$ cat src/rtl/adder_share_arbiter_pkg.sv
// Shared types and constants for the adder-sharing arbiter: default datapath
// width, requester-index width helper and the result-slot state encoding.
package adder_share_arbiter_pkg;

    localparam int DATA_W_DEF = 32;

    // A single requester still needs a 1-bit index field.
    function automatic int id_w(input int num_req);
        return (num_req <= 1) ? 1 : $clog2(num_req);
    endfunction

    typedef enum logic {
        ST_EMPTY = 1'b0,
        ST_FULL  = 1'b1
    } slot_state_e;

endpackage

$ cat src/rtl/Adder.sv
// Plain DATA_W-bit adder shared by all requesters; the carry-out is dropped.
module Adder #(
    parameter int WIDTH = 32
) (
    input  logic [WIDTH-1:0] a_i,
    input  logic [WIDTH-1:0] b_i,
    output logic [WIDTH-1:0] sum_o
);

    assign sum_o = a_i + b_i;

endmodule

$ cat src/rtl/rr_grant.sv
// Combinational round-robin picker: first set request at or above the
// pointer, wrapping to index 0. Produces a one-hot grant and its index.
module rr_grant #(
    parameter int NUM_REQ = 4,
    parameter int ID_W    = 2
) (
    input  logic [NUM_REQ-1:0] req_i,
    input  logic [ID_W-1:0]    ptr_i,
    input  logic               en_i,
    output logic [NUM_REQ-1:0] gnt_o,
    output logic [ID_W-1:0]    idx_o
);

    always_comb begin
        int   cand;
        logic found;
        // NOTE: every variable gets a default before any conditional write,
        // otherwise the idle paths would infer latches.
        cand  = 0;
        found = 1'b0;
        gnt_o = '0;
        idx_o = '0;
        if (en_i) begin
            for (int i = 0; i < NUM_REQ; i++) begin
                cand = int'(ptr_i) + i;
                if (cand >= NUM_REQ) begin
                    cand = cand - NUM_REQ;
                end
                if (!found && req_i[cand]) begin
                    gnt_o[cand] = 1'b1;
                    idx_o       = ID_W'(cand);
                    found       = 1'b1;
                end
            end
        end
    end

endmodule

$ cat src/rtl/adder_share_arbiter.sv
// Round-robin sharing of one adder between NUM_REQ requesters; the result,
// signed-overflow flag and requester id land in a one-entry valid/ready slot.
module adder_share_arbiter
    import adder_share_arbiter_pkg::*;
#(
    parameter  int NUM_REQ = 4,
    parameter  int DATA_W  = DATA_W_DEF,
    parameter  int CNT_W   = 16,
    localparam int ID_W    = id_w(NUM_REQ)
) (
    input  logic                      clk_i,
    input  logic                      rst_i,
    input  logic [NUM_REQ-1:0]        req_i,
    input  logic [NUM_REQ*DATA_W-1:0] src1_i,
    input  logic [NUM_REQ*DATA_W-1:0] src2_i,
    output logic [NUM_REQ-1:0]        gnt_o,
    output logic                      rsp_valid_o,
    input  logic                      rsp_ready_i,
    output logic [ID_W-1:0]           rsp_id_o,
    output logic [DATA_W-1:0]         rsp_sum_o,
    output logic                      rsp_ovf_o,
    output logic [CNT_W-1:0]          op_cnt_o
);

    slot_state_e       state_q, state_d;
    logic [ID_W-1:0]   ptr_q, ptr_d;
    logic [ID_W-1:0]   id_q, id_d;
    logic [DATA_W-1:0] sum_q, sum_d;
    logic              ovf_q, ovf_d;
    logic [CNT_W-1:0]  cnt_q, cnt_d;

    logic              can_issue;
    logic [NUM_REQ-1:0] gnt;
    logic [ID_W-1:0]   gnt_idx;
    logic              transfer;
    logic [DATA_W-1:0] op_a, op_b, add_sum;

    // Same-cycle drain-and-refill: a full slot being read frees it now.
    assign can_issue = (state_q == ST_EMPTY) || rsp_ready_i;

    rr_grant #(
        .NUM_REQ (NUM_REQ),
        .ID_W    (ID_W)
    ) u_rr_grant (
        .req_i (req_i),
        .ptr_i (ptr_q),
        .en_i  (can_issue && rst_i),
        .gnt_o (gnt),
        .idx_o (gnt_idx)
    );

    assign gnt_o    = gnt;
    assign transfer = |(gnt & req_i);
    assign op_a     = src1_i[int'(gnt_idx)*DATA_W +: DATA_W];
    assign op_b     = src2_i[int'(gnt_idx)*DATA_W +: DATA_W];

    Adder #(
        .WIDTH (DATA_W)
    ) u_adder (
        .a_i   (op_a),
        .b_i   (op_b),
        .sum_o (add_sum)
    );

    always_comb begin
        state_d = state_q;
        ptr_d   = ptr_q;
        id_d    = id_q;
        sum_d   = sum_q;
        ovf_d   = ovf_q;
        cnt_d   = cnt_q;
        if (transfer) begin
            state_d = ST_FULL;
            sum_d   = add_sum;
            ovf_d   = (op_a[DATA_W-1] == op_b[DATA_W-1]) &&
                      (add_sum[DATA_W-1] != op_a[DATA_W-1]);
            id_d    = gnt_idx;
            ptr_d   = (gnt_idx == ID_W'(NUM_REQ - 1)) ? '0 : gnt_idx + ID_W'(1);
            cnt_d   = cnt_q + CNT_W'(1);
        end else if (state_q == ST_FULL && rsp_ready_i) begin
            state_d = ST_EMPTY;
        end
    end

    // NOTE: state uses non-blocking assignments only; reset is synchronous
    // and clears every flop, including the data fields.
    always_ff @(posedge clk_i) begin
        if (!rst_i) begin
            state_q <= ST_EMPTY;
            ptr_q   <= '0;
            id_q    <= '0;
            sum_q   <= '0;
            ovf_q   <= 1'b0;
            cnt_q   <= '0;
        end else begin
            state_q <= state_d;
            ptr_q   <= ptr_d;
            id_q    <= id_d;
            sum_q   <= sum_d;
            ovf_q   <= ovf_d;
            cnt_q   <= cnt_d;
        end
    end

    assign rsp_valid_o = (state_q == ST_FULL);
    assign rsp_id_o    = id_q;
    assign rsp_sum_o   = sum_q;
    assign rsp_ovf_o   = ovf_q;
    assign op_cnt_o    = cnt_q;

endmodule

$ cat config.mk
export PLATFORM = sky130hd
export DESIGN_NAME = adder_share_arbiter
export DESIGN_NICKNAME = d
export VERILOG_FILES = /design/src/rtl/adder_share_arbiter_pkg.sv /design/src/rtl/Adder.sv /design/src/rtl/rr_grant.sv /design/src/rtl/adder_share_arbiter.sv
export SDC_FILE = /design/constraint.sdc
export NUM_CORES = 1
export LEC_CHECK = 0
export ABC_AREA = 0
export BUFFER_PORTS_ARGS = -buffer_cell sky130_fd_sc_hd__buf_2
export CAP_MARGIN = 20
export CORE_AREA = 2 2 125 127
export DETAILED_ROUTE_END_ITERATION = 12
export DIE_AREA = 0 0 127 129
export GPL_TIMING_DRIVEN = 0
export PLACE_DENSITY = 0.69
export SYNTH_ARGS = -nofsm -noshare
export SYNTH_HDL_FRONTEND = slang
export SYNTH_SLANG_ARGS = --single-unit
$ cat constraint.sdc
create_clock -name clk_i -period 13.1 [get_ports clk_i]
set_input_delay 2.62 -clock clk_i [delete_from_list [all_inputs] [get_ports clk_i]]
set_output_delay 2.62 -clock clk_i [all_outputs]
set_load 0.02 [all_outputs]
==> metrics <==
outcome=finished, final reports clean; slew margin rel.=47.7%; DR vias/cell=5.50; Max Root-Sink Buffers=2; Initial DRT Pass Iterations=5; clock latency on the worst-skew pair=290 ps; TNS Setup=0 ps; Finished Core Util=50.1%; # DRC=0; first-pass GRT wire length=29.6 mm; Inserted Clock Buffers=5; hold_ws=477 ps; Die ar.=0.0164 mm2; number of I/O pins=319; vias in the first global route=5447; filler instances=1458; crit path DAT=8710 ps; Antenna Nets Post-Route=0; CTS Sinks=54; top_reg_cell synth=dfxtp_1; Resized cells post-CTS=0; ys async rst share=0%; startpoint type of the worst setup path=primary input; number of synthesized register bits=54; Worst Path Max Fanout=10; Slew @ Worst Pin=784 ps; Post-Route WL=20.2 mm; Starting Density=36.9%; Post-synth EDFFs=0; pwr dens=247 mW/mm2; Cell Rows=45; GRT Total Usage=23.3%; routed vias=5917; skew final=5.31 ps; Peak Freq=117 MHz; Seq/Total Area, Yosys=19.5%; RSZ-0062 raised after global routing=no; main combinational cell family by area after synthesis=multiplexers; warnings from Yosys=0; post-CTS setup repair buffer count=0; PortBufs=315; Die Span X=127 um; Syn Area/Cell=9.86 um2; post-synthesis adder-cell area fraction=8.51%; core area=0.0150 mm2; HP Class=reg -> reg; pins over their slew limit=0; mapped cell area=0.00553 mm2; DRT iter0 DRCs=386; CTS tree=yes; share of layout cells above drive strength 1=48.0%; total grt overflow=0; min cycle time layout=8550 ps; Placed Cells=1064; Post-Synth Simple-Gate Area=14.6%; CP Class=in -> reg; leakage power=3.62 nW; DP Wirelength=17.2 mm; htree depth=2; fin cells=1075; post-synthesis cell count=561; gp weighted congestion=0.891; complex-gate fraction of the synthesized area=17.2%; post-layout total power=1.86 mW; hold-fix buffers at CTS=0; Post-Syn Nets=861; setup violators final=0; Max IR drop VDD=115 uV; Max-Cap Viols=0; Tcrit/Tclk final=65.3%; Clock Tree Root=clkbuf_16; post-synthesis xor/xnor area fraction=5.86%; wire per inst=18.8 um; Final Hold Viols=0; Worst Path Required=13250 ps; setup slack, reg-to-reg=5920 ps; synth unique cells=66; initial antenna violation count=3; die height=129 um; Final #Nets=1183; Clock transition at path regs=70 ps; Setup crit end kind=register; multiplexer area fraction after synthesis=30.2%; area grow syn2layout=35.7%; largest net degree at the start of global routing=20
## Yosys cell counts (9+ instances only)
| cell | instances | area share, % |
|---|---|---|
| nor2_1 | 68 | 4.6 |
| mux4_2 | 67 | 27 |
| dfxtp_1 | 54 | 20 |
| a21oi_1 | 40 | 3.6 |
| ha_1 | 36 | 8.1 |
| nand2_1 | 35 | 2.4 |
| o21ai_0 | 21 | 1.9 |
| xnor2_1 | 21 | 3.3 |
| mux2i_1 | 16 | 2.9 |
| xor2_1 | 16 | 2.5 |
| a21o_1 | 15 | 2.0 |
| buf_2 | 14 | 1.3 |
| clkbuf_1 | 12 | 0.81 |
| nand3_1 | 12 | 1.1 |
| a211oi_1 | 11 | 1.5 |
| inv_1 | 10 | 0.68 |
| a31oi_1 | 9 | 1.0 |
## final cells by class
type | instances | area, um2 | area share [%]
diodes | 3 | 7.51 | 0.100
inverters | 11 | 41.3 | 0.550
flip-flops and latches | 54 | 1080 | 14.4
plain buffers | 33 | 183 | 2.43
well taps | 188 | 235 | 3.13
clock buffers | 5 | 125 | 1.67
repair buffers | 315 | 1580 | 21.0
multi-input cells | 463 | 4230 | 56.3
clock inverters | 3 | 28.8 | 0.384
## sequential cells by signal, summed over array words and instances (netlist names)
register,cells
op_cnt_o,16
rsp_ovf_o,1
ptr_q,2
rsp_id_o,2
rsp_valid_o,1
rsp_sum_o,32
## kinds of logic (layout without fill, tap and decap cells)
kind of cell / Yosys count / in the layout
adders and majority gates: 37 / 37
other: 0 / 3
AOI/OAI and AO/OA: 140 / 140
buffers and inverters: 44 / 367
DFF: 54 / 54
and+or+nand+nor: 166 / 166
xor gates and xnor gates: 37 / 37
muxes: 83 / 83
## cell usage in the layout, fill, tap and decap left out, types with 4 or more instances in the layout
cell / count
nand2_1: 35
inv_1: 10
buf_6: 4
nor2_1: 68
ha_1: 36
o21bai_1: 6
clkbuf_1: 12
clkbuf_16: 5
nand2b_1: 7
nor2b_1: 5
xnor2_1: 21
dfxtp_1: 54
mux4_2: 67
a31oi_1: 9
and3_1: 5
o21ai_0: 21
a21o_1: 15
buf_2: 329
a211oi_1: 11
a21oi_1: 40
nand3_1: 12
xor2_1: 16
mux2i_1: 16
nor3_1: 8
## worst max-delay path: stages
cell and delay (ps):
buf_2 170, or3b_1 180, a2111o_1 160, nand3_2 140
o21ai_0 480, clkbuf_1 650, clkbuf_1 610, mux4_2 430
ha_1 260, fa_1 440, a211oi_1 330, o21bai_1 130
a21oi_1 320, o211ai_1 270, a221oi_1 570, o21ai_0 290
a31oi_1 290, mux2i_1 220, o311ai_0 140
## where the power goes
group | switching (mW) | leakage [nW] | internal, mW
sequential | 0.0277 | 0.441 | 0.211
combinational | 0.825 | 3.10 | 0.656
clock | 0.0646 | 0.0759 | 0.0730
## metal layers
metal  up-vias  GRT usage (%)  wire (um)
met2       253           40.4      10100
met3        20           2.70       1200
met1      2822           31.7       8530
li1       2822              -          -
met4         0           4.65        326
met5         -              0          0
## stage by stage
step / setup WS [ps] / instance area (um2)
4_1_cts: 4580 / 7500
6_report: 4550 / 7500
5_1_grt: 4200 / 7500
3_5_place_dp: 4280 / 7340
2_1_floorplan: 5600 / 5530
3_3_place_gp: 4310 / 7340
## worst paths after layout
kind	startpoint	endpoint	cells after the start
max reg2reg	ptr_q[0]$_SDFFE_PN0P_	rsp_sum_o[24]$_SDFFE_PN0P_	22
min	rsp_sum_o[13]$_SDFFE_PN0P_	rsp_sum_o[13]$_SDFFE_PN0P_	2
min reg2reg	rsp_sum_o[13]$_SDFFE_PN0P_	rsp_sum_o[13]$_SDFFE_PN0P_	2
max	req_i[2]	rsp_sum_o[24]$_SDFFE_PN0P_	19
Power figures use the tool's default switching activity.
